==> config.mk <==
export PLATFORM = sky130hd
export DESIGN_NAME = board_renderer_flat
export DESIGN_NICKNAME = d
export VERILOG_FILES = /design/src/rtl/board_renderer_pkg.sv /design/src/rtl/board_renderer_if.sv /design/src/rtl/board_renderer.sv /design/src/flat_wrapper.sv
export SDC_FILE = /design/constraint.sdc
export NUM_CORES = 1
export LEC_CHECK = 0
export ABC_AREA = 1
export ABC_CLOCK_PERIOD_IN_PS = 3500
export BUFFER_PORTS_ARGS = -buffer_cell sky130_fd_sc_hd__buf_2
export CAP_MARGIN = 20
export CORE_AREA = 2 2 87 81
export CTS_CLUSTER_SIZE = 16
export DETAILED_ROUTE_END_ITERATION = 8
export DIE_AREA = 0 0 89 83
export GPL_TIMING_DRIVEN = 0
export PLACE_DENSITY = 0.6
export RECOVER_POWER = 25
export SLEW_MARGIN = 40
export SYNTH_ARGS = -nofsm -noshare
export SYNTH_HDL_FRONTEND = slang
export SYNTH_SLANG_ARGS = --single-unit
==> constraint.sdc <==
create_clock -name clk -period 3.5 [get_ports clk]
set_input_delay 0.175 -clock clk [delete_from_list [all_inputs] [get_ports clk]]
set_output_delay 0.175 -clock clk [all_outputs]
set_load 0.1 [all_outputs]
==> src/rtl/board_renderer_pkg.sv <==
// Shared constants, state encodings and helpers for the tile-map renderer
// and the game controller that drives it.
package board_renderer_pkg;

  localparam int unsigned COLS        = 20;
  localparam int unsigned ROWS        = 15;
  localparam int unsigned TILE_SHIFT  = 3;
  localparam int unsigned GO_CYCLES   = 2;
  localparam int unsigned DRAW_CYCLES = 72;

  localparam int unsigned COL_W  = 5;
  localparam int unsigned ROW_W  = 4;
  localparam int unsigned ADDR_W = 9;
  localparam int unsigned X_W    = 8;
  localparam int unsigned Y_W    = 7;
  localparam int unsigned ID_W   = 3;
  localparam int unsigned CNT_W  = 7;

  typedef enum logic [2:0] {
    ST_IDLE      = 3'd0,
    ST_FETCH     = 3'd1,
    ST_RD_WAIT   = 3'd2,
    ST_GO        = 3'd3,
    ST_DRAW_WAIT = 3'd4,
    ST_ADVANCE   = 3'd5
  } state_e;

  typedef enum logic {
    MODE_FULL   = 1'b0,
    MODE_SINGLE = 1'b1
  } mode_e;

  // row*20 + col as a shift-add; only used for single-tile requests.
  function automatic logic [ADDR_W-1:0] tile_addr(input logic [COL_W-1:0] col,
                                                  input logic [ROW_W-1:0] row);
    return (ADDR_W'(row) << 4) + (ADDR_W'(row) << 2) + ADDR_W'(col);
  endfunction

endpackage

==> src/rtl/board_renderer_if.sv <==
// Request, map-RAM and drawer signals between the game controller and the renderer.
interface board_renderer_if;
  import board_renderer_pkg::*;

  logic              start;
  logic              tile_req;
  logic [COL_W-1:0]  tile_col;
  logic [ROW_W-1:0]  tile_row;
  logic [ADDR_W-1:0] map_addr;
  logic [ID_W-1:0]   map_data;
  logic [X_W-1:0]    x_out;
  logic [Y_W-1:0]    y_out;
  logic [ID_W-1:0]   sprite_id_out;
  logic              begin_draw;
  logic              busy;
  logic              done;
  logic              req_err;

  modport master (
    output start, tile_req, tile_col, tile_row, map_data,
    input  map_addr, x_out, y_out, sprite_id_out, begin_draw, busy, done, req_err
  );

  modport slave (
    input  start, tile_req, tile_col, tile_row, map_data,
    output map_addr, x_out, y_out, sprite_id_out, begin_draw, busy, done, req_err
  );

endinterface

==> src/rtl/board_renderer.sv <==
// Walks the 20x15 tile map, fetches each sprite id from the map RAM and
// issues one begin_draw request per tile to the 8x8 sprite drawer.
module board_renderer
  import board_renderer_pkg::*;
(
  input  logic             clk,
  input  logic             reset,
  board_renderer_if.slave  bus
);

  state_e            state_q, state_d;
  mode_e             mode_q, mode_d;
  logic [COL_W-1:0]  col_q, col_d;
  logic [ROW_W-1:0]  row_q, row_d;
  logic [ADDR_W-1:0] addr_q, addr_d;
  logic [CNT_W-1:0]  cnt_q, cnt_d;
  logic [X_W-1:0]    x_q, x_d;
  logic [Y_W-1:0]    y_q, y_d;
  logic [ID_W-1:0]   id_q, id_d;
  logic              begin_draw_q, begin_draw_d;
  logic              busy_q, busy_d;
  logic              done_q, done_d;
  logic              req_err_q, req_err_d;

  logic last_tile_c;
  logic job_end_c;
  logic in_range_c;

  assign last_tile_c = (col_q == COL_W'(COLS - 1)) && (row_q == ROW_W'(ROWS - 1));
  assign job_end_c   = (mode_q == MODE_SINGLE) || last_tile_c;
  assign in_range_c  = (bus.tile_col < COL_W'(COLS)) && (bus.tile_row < ROW_W'(ROWS));

  // State register
  always_ff @(posedge clk) begin
    if (reset) state_q <= ST_IDLE;
    else       state_q <= state_d;
  end

  // Next-state logic
  always_comb begin
    state_d = state_q;
    unique case (state_q)
      ST_IDLE:      if (bus.start || (bus.tile_req && in_range_c)) state_d = ST_FETCH;
      ST_FETCH:     state_d = ST_RD_WAIT;
      ST_RD_WAIT:   state_d = ST_GO;
      ST_GO:        if (cnt_q == CNT_W'(GO_CYCLES - 1)) state_d = ST_DRAW_WAIT;
      ST_DRAW_WAIT: if (cnt_q == CNT_W'(DRAW_CYCLES - 1)) state_d = ST_ADVANCE;
      ST_ADVANCE:   state_d = job_end_c ? ST_IDLE : ST_FETCH;
      default:      state_d = ST_IDLE;
    endcase
  end

  // Datapath and output next values; outputs are decoded from state_d so the
  // registered versions line up with the state they belong to.
  always_comb begin
    mode_d = mode_q;
    col_d  = col_q;
    row_d  = row_q;
    addr_d = addr_q;
    cnt_d  = '0;
    x_d    = x_q;
    y_d    = y_q;
    id_d   = id_q;

    if ((state_q == ST_GO || state_q == ST_DRAW_WAIT) && state_d == state_q)
      cnt_d = cnt_q + CNT_W'(1);

    unique case (state_q)
      ST_IDLE: begin
        if (bus.start) begin
          mode_d = MODE_FULL;
          col_d  = '0;
          row_d  = '0;
          addr_d = '0;
        end else if (bus.tile_req && in_range_c) begin
          mode_d = MODE_SINGLE;
          col_d  = bus.tile_col;
          row_d  = bus.tile_row;
          addr_d = tile_addr(bus.tile_col, bus.tile_row);
        end
      end
      ST_RD_WAIT: begin
        id_d = bus.map_data;
        x_d  = X_W'(col_q) << TILE_SHIFT;
        y_d  = Y_W'(row_q) << TILE_SHIFT;
      end
      ST_ADVANCE: begin
        if (!job_end_c) begin
          addr_d = addr_q + ADDR_W'(1);
          if (col_q == COL_W'(COLS - 1)) begin
            col_d = '0;
            row_d = row_q + ROW_W'(1);
          end else begin
            col_d = col_q + COL_W'(1);
          end
        end
      end
      default: ;
    endcase

    begin_draw_d = (state_d == ST_GO);
    done_d       = (state_d == ST_ADVANCE) && job_end_c;
    busy_d       = (state_d != ST_IDLE) && !done_d;
    req_err_d    = (state_q == ST_IDLE) && !bus.start && bus.tile_req && !in_range_c;
  end

  always_ff @(posedge clk) begin
    if (reset) begin
      mode_q       <= MODE_FULL;
      col_q        <= '0;
      row_q        <= '0;
      addr_q       <= '0;
      cnt_q        <= '0;
      x_q          <= '0;
      y_q          <= '0;
      id_q         <= '0;
      begin_draw_q <= 1'b0;
      busy_q       <= 1'b0;
      done_q       <= 1'b0;
      req_err_q    <= 1'b0;
    end else begin
      mode_q       <= mode_d;
      col_q        <= col_d;
      row_q        <= row_d;
      addr_q       <= addr_d;
      cnt_q        <= cnt_d;
      x_q          <= x_d;
      y_q          <= y_d;
      id_q         <= id_d;
      begin_draw_q <= begin_draw_d;
      busy_q       <= busy_d;
      done_q       <= done_d;
      req_err_q    <= req_err_d;
    end
  end

  assign bus.map_addr      = addr_q;
  assign bus.x_out         = x_q;
  assign bus.y_out         = y_q;
  assign bus.sprite_id_out = id_q;
  assign bus.begin_draw    = begin_draw_q;
  assign bus.busy          = busy_q;
  assign bus.done          = done_q;
  assign bus.req_err       = req_err_q;

endmodule
==> src/flat_wrapper.sv <==
// flat-port wrapper written by rule: the top's interface ports become plain ports
module board_renderer_flat import board_renderer_pkg::*;
  (clk, reset, bus_start, bus_tile_req, bus_tile_col, bus_tile_row, bus_map_data, bus_map_addr, bus_x_out, bus_y_out, bus_sprite_id_out, bus_begin_draw, bus_busy, bus_done, bus_req_err);
  board_renderer_if bus_i ();
  input  logic clk;
  input  logic reset;
  input wire logic [$bits(bus_i.start)-1:0] bus_start;
  input wire logic [$bits(bus_i.tile_req)-1:0] bus_tile_req;
  input wire logic [$bits(bus_i.tile_col)-1:0] bus_tile_col;
  input wire logic [$bits(bus_i.tile_row)-1:0] bus_tile_row;
  input wire logic [$bits(bus_i.map_data)-1:0] bus_map_data;
  output wire logic [$bits(bus_i.map_addr)-1:0] bus_map_addr;
  output wire logic [$bits(bus_i.x_out)-1:0] bus_x_out;
  output wire logic [$bits(bus_i.y_out)-1:0] bus_y_out;
  output wire logic [$bits(bus_i.sprite_id_out)-1:0] bus_sprite_id_out;
  output wire logic [$bits(bus_i.begin_draw)-1:0] bus_begin_draw;
  output wire logic [$bits(bus_i.busy)-1:0] bus_busy;
  output wire logic [$bits(bus_i.done)-1:0] bus_done;
  output wire logic [$bits(bus_i.req_err)-1:0] bus_req_err;
  assign bus_i.start = bus_start;
  assign bus_i.tile_req = bus_tile_req;
  assign bus_i.tile_col = bus_tile_col;
  assign bus_i.tile_row = bus_tile_row;
  assign bus_i.map_data = bus_map_data;
  assign bus_map_addr = bus_i.map_addr;
  assign bus_x_out = bus_i.x_out;
  assign bus_y_out = bus_i.y_out;
  assign bus_sprite_id_out = bus_i.sprite_id_out;
  assign bus_begin_draw = bus_i.begin_draw;
  assign bus_busy = bus_i.busy;
  assign bus_done = bus_i.done;
  assign bus_req_err = bus_i.req_err;
  board_renderer u_core (.clk(clk), .reset(reset), .bus(bus_i));
endmodule
==> results.yml, run 1 <==
cts:
  post_cts_buffers: 0
  clock-root-buffer: "sky130_fd_sc_hd__clkbuf_8"
  clk_pin_slew_ns: 0.08
  tritoncts: "built"
  cts.repair.resized: 0
  cts_made_buffers: 5
  max-clock-path-buffers: 2
  cts_max_level: 2
  postCtsHoldBufs: 0
  clock_latency_ns: 0.30
  cts.sink_count: 45
logic_synthesis:
  syn_inst: 376
  netlist.area_leader.share_pct: 34.0
  ys_seq_area_share_pct: 34.0
  most_used_flip_flop_cell_after_synthesis: "sky130_fd_sc_hd__dfxtp_1"
  synth.area.top_cells: "sky130_fd_sc_hd__dfxtp_1, sky130_fd_sc_hd__nand2_1, sky130_fd_sc_hd__inv_1"
  synth_area_per_cell_um2: 7.05
  synth_edf_count: 0
  synth.top_cells.by_count: "sky130_fd_sc_hd__nand2_1, sky130_fd_sc_hd__inv_1, sky130_fd_sc_hd__nor2_1"
  synth_cell_types: 32
  async_reset_ff_share_pct: 0
  synth.most_common_cell: "sky130_fd_sc_hd__nand2_1"
  syn_area_um2: 2650
  synth_area_leader_cell: "sky130_fd_sc_hd__dfxtp_1"
  yosys_warnings: 0
  ys_ff_latch: 45
cells_and_area:
  final_net_count: 459
  insertedDiodeCount: 0
  final_layout_size_suffix_gt1_share_pct: 17.3
  filler_cell_count: 696
  final_cells: 518
  syn2layout_area_growth_pct: 15.6
route:
  route.antenna.remaining_nets: 0
  drt-pass1-iter-count: 4
  wl_per_cell_um: 11.6
  route.final.wire_length_um: 5990
  iteration_0_drc_count_of_the_detailed_router: 102
  drc: 0
  vias_per_cell: 4.62
  route.vias.total: 2392
worst_setup_path:
  path_delay_family: "adder cells"
  critPathMaxFanout: 4
  path_class: "in -> reg"
  crit-reg2reg-capture: "u_core.bus.map_addr[8]$_SDFFE_PP0P_"
  cells_along_the_critical_path: "buf_2, fa_1, inv_1, fa_1, inv_1, nand3_1, nand2_1, nand2_1, nand3_1, nand2_1, nor2_1, nor2_1"
  worstRegToRegCells: 10
  critical_path_cell_count: 12
  critical_path.slowest_cell: "sky130_fd_sc_hd__fa_1"
  critical_path_arrival_ns: 1.92
  critPathRequiredTime_ns: 3.70
  setup.worst_path.start_class: "input pin"
  crit_path_end_kind: "flip-flop"
  launch_point_of_the_critical_path: "bus_tile_row[0]"
  timing.critical_path.to: "u_core.bus.map_addr[7]$_SDFFE_PP0P_"
  ff2ff_setup_slack_ns: 1.83
  buffers_plus_inverters_on_the_worst_setup_path: 3
  cpMostUsedCell: "sky130_fd_sc_hd__nand2_1"
  cpPeakStageDelay_ns: 0.56
  timing.rr.start: "u_core.col_q[0]$_SDFFE_PP0P_"
pwr:
  power.share.sequential_pct: 38.7
  netSwitchingPower_mw: 0.691
  power_frac_clock_pct: 24.7
  fraction_of_power_spent_switching_nets_pct: 43.4
  static_power_due_to_leakage_nw: 1.38
  p_int_mw: 0.902
  ir_worst_vdd_mv: 0.290
  combPwrFrac_pct: 36.6
  power_per_cell_area_nw_per_um2: 520
flow_run:
  max-cap-violations: 0
sta:
  worstMarginPinSlew_ns: 1.17
  max_slew_margin_pct: 22.2
  rsz0062_at_grt: "no"
  fmax_mhz: 582
  setup_viol_count_final: 0
  clock-skew-final_ns: 0.00465
  period_share_pct: 49.1
  final_hold_viol_count: 0
  final.setup.tns_ns: 0
  report.final.slew_viol_count: 0
  finalWorstPathRequiredPeriod_ns: 1.72
grt:
  vias_in_the_first_global_route: 2234
  antenna_violations_before_repair: 0
  wire_length_of_the_first_global_routing_pass_um: 10200
  gr-total-overflow: 0
  pin_count_of_the_biggest_net_entering_global_routing: 14
  track_usage_pct: 17.2
die:
  initial_core_util_pct: 41.1
  die_footprint_um2: 7390
  std_cell_rows: 28
  top_level_ports: 47
  core_area_um2: 6450
  die_h_um: 83
  die_x_um: 89
placement:
  place.port_buffers: 40
  place_inst: 511
  detailedPlacementHpwl_um: 4570
  place.gp.congestion: 0.826
hold_path:
  hold_class: "in -> reg"
run_status:
  outcome: "completed"
logic make-up (layout without fill, tap and decap cells):
logic type / after synthesis / in the layout / synth area share, %
AOI/OAI and AO/OA: 65 / 65 / 13.0
xor gates and xnor gates: 9 / 9 / 2.97
adders and majority gates: 15 / 15 / 7.64
buffers and inverters: 69 / 116 / 11.7
DFF: 45 / 45 / 34.0
other: 1 / 6 / 0.141
and+or+nand+nor: 172 / 172 / 30.7
worst min-delay path by stage:
stage	from	endpoint	slack, ns	cells after the start
4_1_cts	bus_start	u_core.bus.req_err$_SDFF_PP0_	0.07	2
5_1_grt	bus_start	u_core.bus.req_err$_SDFF_PP0_	0.06	2
6_report	bus_start	u_core.bus.req_err$_SDFF_PP0_	0.07	2
2_1_floorplan	bus_start	u_core.bus.req_err$_SDFF_PP0_	0.25	1
3_5_place_dp	bus_start	u_core.bus.req_err$_SDFF_PP0_	0.40	2
3_3_place_gp	bus_start	u_core.bus.req_err$_SDFF_PP0_	0.39	2
sequential cells by signal, summed over array words and instances (netlist names):
| name | cells |
|---|---|
| u_core.bus.map_addr | 9 |
| u_core.cnt_q | 7 |
| u_core.bus.x_out | 5 |
| u_core.col_q | 5 |
| u_core.bus.y_out | 4 |
| u_core.row_q | 4 |
| u_core.bus.sprite_id_out | 3 |
| u_core.state_q | 3 |
| u_core.bus.begin_draw | 1 |
| u_core.bus.busy | 1 |
| u_core.bus.done | 1 |
| u_core.bus.req_err | 1 |
| u_core.mode_q | 1 |
cell type report:
| class | count | area [um2] | area share (%) |
|---|---|---|---|
| buffer | 15 | 106 | 3.47 |
| clock buffer | 5 | 68.8 | 2.24 |
| clock inverter | 2 | 35.0 | 1.14 |
| inverter | 54 | 203 | 6.61 |
| multi-input combinational | 267 | 1460 | 47.5 |
| sequential | 45 | 901 | 29.4 |
| tap | 90 | 113 | 3.67 |
| timing repair buffer | 40 | 183 | 5.96 |
power groups by stage:
stage                     clock [mW]  sequential (mW)  combinational (mW)
final                          0.393            0.617               0.583
after detailed placement           0            0.627               0.592
after global placement             0            0.626               0.585
after CTS                      0.405            0.616               0.593
after floorplan                    0            0.850               0.260
after global routing           0.422            0.626               0.635
through the flow:
| step | utilization (%) | instance area, um2 | setup slack [ns] | hold WS, ns | power [mW] |
|---|---|---|---|---|---|
| 3_5_place_dp | 46.3 | 2980 | 1.47 | 0.395 | 1.22 |
| 5_1_grt | 47.6 | 3070 | 1.62 | 0.0620 | 1.68 |
| 2_1_floorplan | - | 2670 | 1.34 | 0.252 | 1.11 |
| 3_3_place_gp | 46.3 | 2980 | 1.51 | 0.392 | 1.21 |
| 6_report | 47.6 | 3070 | 1.78 | 0.0676 | 1.59 |
| 4_1_cts | 47.9 | 3090 | 1.79 | 0.0663 | 1.61 |
worst register-to-register path, delay by kind of cell (launching register included):
family	cells	cell delay (ns)
simple gates	8	0.77
buf+inv	1	0.16
fa+ha+maj	1	0.25
flops	1	0.42
layer usage:
metal | global-route usage, % | share of wire (%)
met1 | 23.5 | 50
met2 | 27.4 | 46
met3 | 2.98 | 3.4
met4 | 5.43 | 0.90
met5 | 0 | 0
cells in the final DEF, fill, tap and decap left out, types with 2 or more instances in the layout:
master,n
sky130_fd_sc_hd__dfxtp_1,45
sky130_fd_sc_hd__nand2_1,67
sky130_fd_sc_hd__nor3_1,3
sky130_fd_sc_hd__inv_2,5
sky130_fd_sc_hd__nand2_2,7
sky130_fd_sc_hd__nand2_4,4
sky130_fd_sc_hd__nor2_2,7
sky130_fd_sc_hd__nand3_2,3
sky130_fd_sc_hd__clkbuf_1,18
sky130_fd_sc_hd__ha_1,13
sky130_fd_sc_hd__a21oi_1,25
sky130_fd_sc_hd__o22ai_1,3
sky130_fd_sc_hd__nand3_1,27
sky130_fd_sc_hd__xnor2_1,3
sky130_fd_sc_hd__buf_4,7
sky130_fd_sc_hd__buf_2,27
sky130_fd_sc_hd__o21ai_0,28
sky130_fd_sc_hd__o21ai_1,7
sky130_fd_sc_hd__conb_1,6
sky130_fd_sc_hd__nand3_4,2
sky130_fd_sc_hd__inv_1,48
sky130_fd_sc_hd__nor2_1,47
sky130_fd_sc_hd__clkbuf_8,5
sky130_fd_sc_hd__fa_1,2
sky130_fd_sc_hd__nand4_1,2
sky130_fd_sc_hd__xor2_1,6
sky130_fd_sc_hd__buf_6,3
Note: power is estimated with default switching activity, not from simulation.
==> run 2: changes to the inputs <==
- ABC_CLOCK_PERIOD_IN_PS: 3500 -> 1500
- PLACE_DENSITY: 0.6 -> 0.62
- clock period: 3.5 -> 1.5 ns (I/O delays scaled with it)
==> results.yml, run 2 (synthesis gave the netlist of run 1 again) <==
die:
  top_level_ports: 47
  std_cell_rows: 28
  die_x_um: 89
  core_area_um2: 6450
  die_footprint_um2: 7390
  die_h_um: 83
  initial_core_util_pct: 41.1
sta:
  clock-skew-final_ns: 0.0109
  setup_viol_count_final: 1
  final_hold_viol_count: 0
  fmax_mhz: 666
  rsz0062_at_grt: "yes"
  report.final.slew_viol_count: 0
  setup_ws_ns: -0.00204
  period_share_pct: 100
  finalWorstPathRequiredPeriod_ns: 1.50
  max_slew_margin_pct: 64.2
  worstMarginPinSlew_ns: 0.539
cells_and_area:
  insertedDiodeCount: 0
  syn2layout_area_growth_pct: 34.0
  stdcell_area_um2: 3550
  number_of_flip_flops_under_the_largest_register_name: 9
  layout_commonest_cell: "sky130_fd_sc_hd__nand2_1"
  commonest_cells_after_routing_fill_and_taps_aside: "sky130_fd_sc_hd__nand2_1, sky130_fd_sc_hd__inv_1, sky130_fd_sc_hd__nor2_1"
  final_cells: 534
  multi_input_area_um2: 1720
  area.sequential_um2: 941
  final_net_count: 474
  filler_cell_count: 674
  final_layout_size_suffix_gt1_share_pct: 38.1
cts:
  tritoncts: "built"
  clk_pin_slew_ns: 0.08
  clock_latency_ns: 0.31
  max-clock-path-buffers: 2
  cts_made_buffers: 5
  cts_max_level: 2
  cts.sink_count: 45
  clock-root-buffer: "sky130_fd_sc_hd__clkbuf_8"
route:
  iteration_0_drc_count_of_the_detailed_router: 85
  drt-pass1-iter-count: 4
  route.vias.total: 2527
  route.antenna.remaining_nets: 0
  wl_per_cell_um: 12.3
  drc: 0
  vias_per_cell: 4.73
  route.final.wire_length_um: 6590
hold_path:
  hold_class: "in -> reg"
placement:
  place_inst: 511
  detailedPlacementHpwl_um: 4600
  place.gp.congestion: 0.802
  place.port_buffers: 40
  dp_worst_setup_slack_ns: -0.301
  post_dp_cell_area_um2: 3020
run_status:
  failing_checks: "negative setup slack"
  outcome: "finished, violations left"
grt:
  met3_track_utilization_from_global_routing_pct: 3.68
  vias_in_the_first_global_route: 2324
  track_usage_pct: 17.9
  gr-total-overflow: 0
  antenna_violations_before_repair: 0
  pin_count_of_the_biggest_net_entering_global_routing: 15
  wire_length_of_the_first_global_routing_pass_um: 10500
  top_usage_layer: "met2"
  use_met2_pct: 29.9
  grt.met1_usage_pct: 22.9
worst_setup_path:
  buffers_plus_inverters_on_the_worst_setup_path: 1
  critical_path_arrival_ns: 1.70
  critPathRequiredTime_ns: 1.70
  crit_path_end_kind: "flip-flop"
  path_class: "reg -> reg"
  setup.worst_path.start_class: "flip-flop"
  path_delay_family: "simple AND/OR/NAND/NOR gates"
  critical_path.slowest_cell: "sky130_fd_sc_hd__dfxtp_4"
  cells_along_the_critical_path: "ha_4, nand2_4, nor2_4, nand2_2, nand3_4, nand2_4, nand2_8, buf_8, nor2_1, nor2_1"
  cpPeakStageDelay_ns: 0.36
  critPathMaxFanout: 7
pwr:
  static_power_due_to_leakage_nw: 1.55
  ir_worst_vdd_mv: 0.517
  power_per_cell_area_nw_per_um2: 1140
flow_run:
  max-cap-violations: 0
[run 2: power breakdown]
group,total [mW],switching [mW],internal (mW)
Clock,0.926,0.431,0.495
Combinational,1.68,1.20,0.480
Sequential,1.46,0.126,1.33
Total,4.06,1.75,2.31
[run 2: layout make-up]
type / instances / share of cell area, %
Buffer: 15 / 3.20
Clock buffer: 6 / 2.04
Clock inverter: 2 / 0.986
Inverter: 54 / 5.70
Multi-Input combinational cell: 267 / 48.4
Sequential cell: 45 / 26.5
Tap cell: 90 / 3.17
Timing Repair Buffer: 55 / 10.0
[run 2: final timing paths]
kind	from	slack, ns	cells past startpoint	end
setup / recovery	u_core.col_q[1]$_SDFFE_PP0P_	-0.002	10	u_core.bus.map_addr[7]$_SDFFE_PP0P_
hold / removal	bus_tile_req	0.04	3	u_core.bus.req_err$_SDFF_PP0_
setup reg to reg	u_core.col_q[1]$_SDFFE_PP0P_	-0.002	10	u_core.bus.map_addr[7]$_SDFFE_PP0P_
hold reg to reg	u_core.bus.x_out[6]$_SDFFE_PP0P_	0.44	2	u_core.bus.x_out[6]$_SDFFE_PP0P_
[run 2: repair_timing]
item / 4_1_cts / 5_1_grt
pin swaps: 1 / 23
gates resized for setup: 14 / 74
endpoints found under the hold margin: 1 / 0
setup buffers: 4 / 9
setup endpoints to repair: 26 / 29
cloned: 0 / 1
hold buffers: 1 / 0
[run 2: routing by layer]
| metal | wire (um) | share of wire (%) |
|---|---|---|
| met1 | 2990 | 45 |
| met2 | 3300 | 50 |
| met3 | 248 | 3.8 |
| met4 | 48 | 0.73 |
| met5 | 0 | 0 |
[run 2: metrics by stage]
stage / TNS [ns] / util (%) / hold slack [ns] / total power, mW
floorplan: -0.0853 / - / 0.152 / 2.61
detailed placement: -3.28 / 46.9 / 0.294 / 2.87
finish: -0.00204 / 55.1 / 0.0423 / 4.06
global route: -1.22 / 55.1 / 0.0448 / 4.28
CTS: 0 / 49.9 / 0.0366 / 3.86
global placement: -2.80 / 46.9 / 0.291 / 2.84
[run 2: tightest hold or removal path, stage by stage]
cell	delay, ns
sky130_fd_sc_hd__buf_2	0.12
sky130_fd_sc_hd__nand2_1	0.06
sky130_fd_sc_hd__nor4_1	0.05
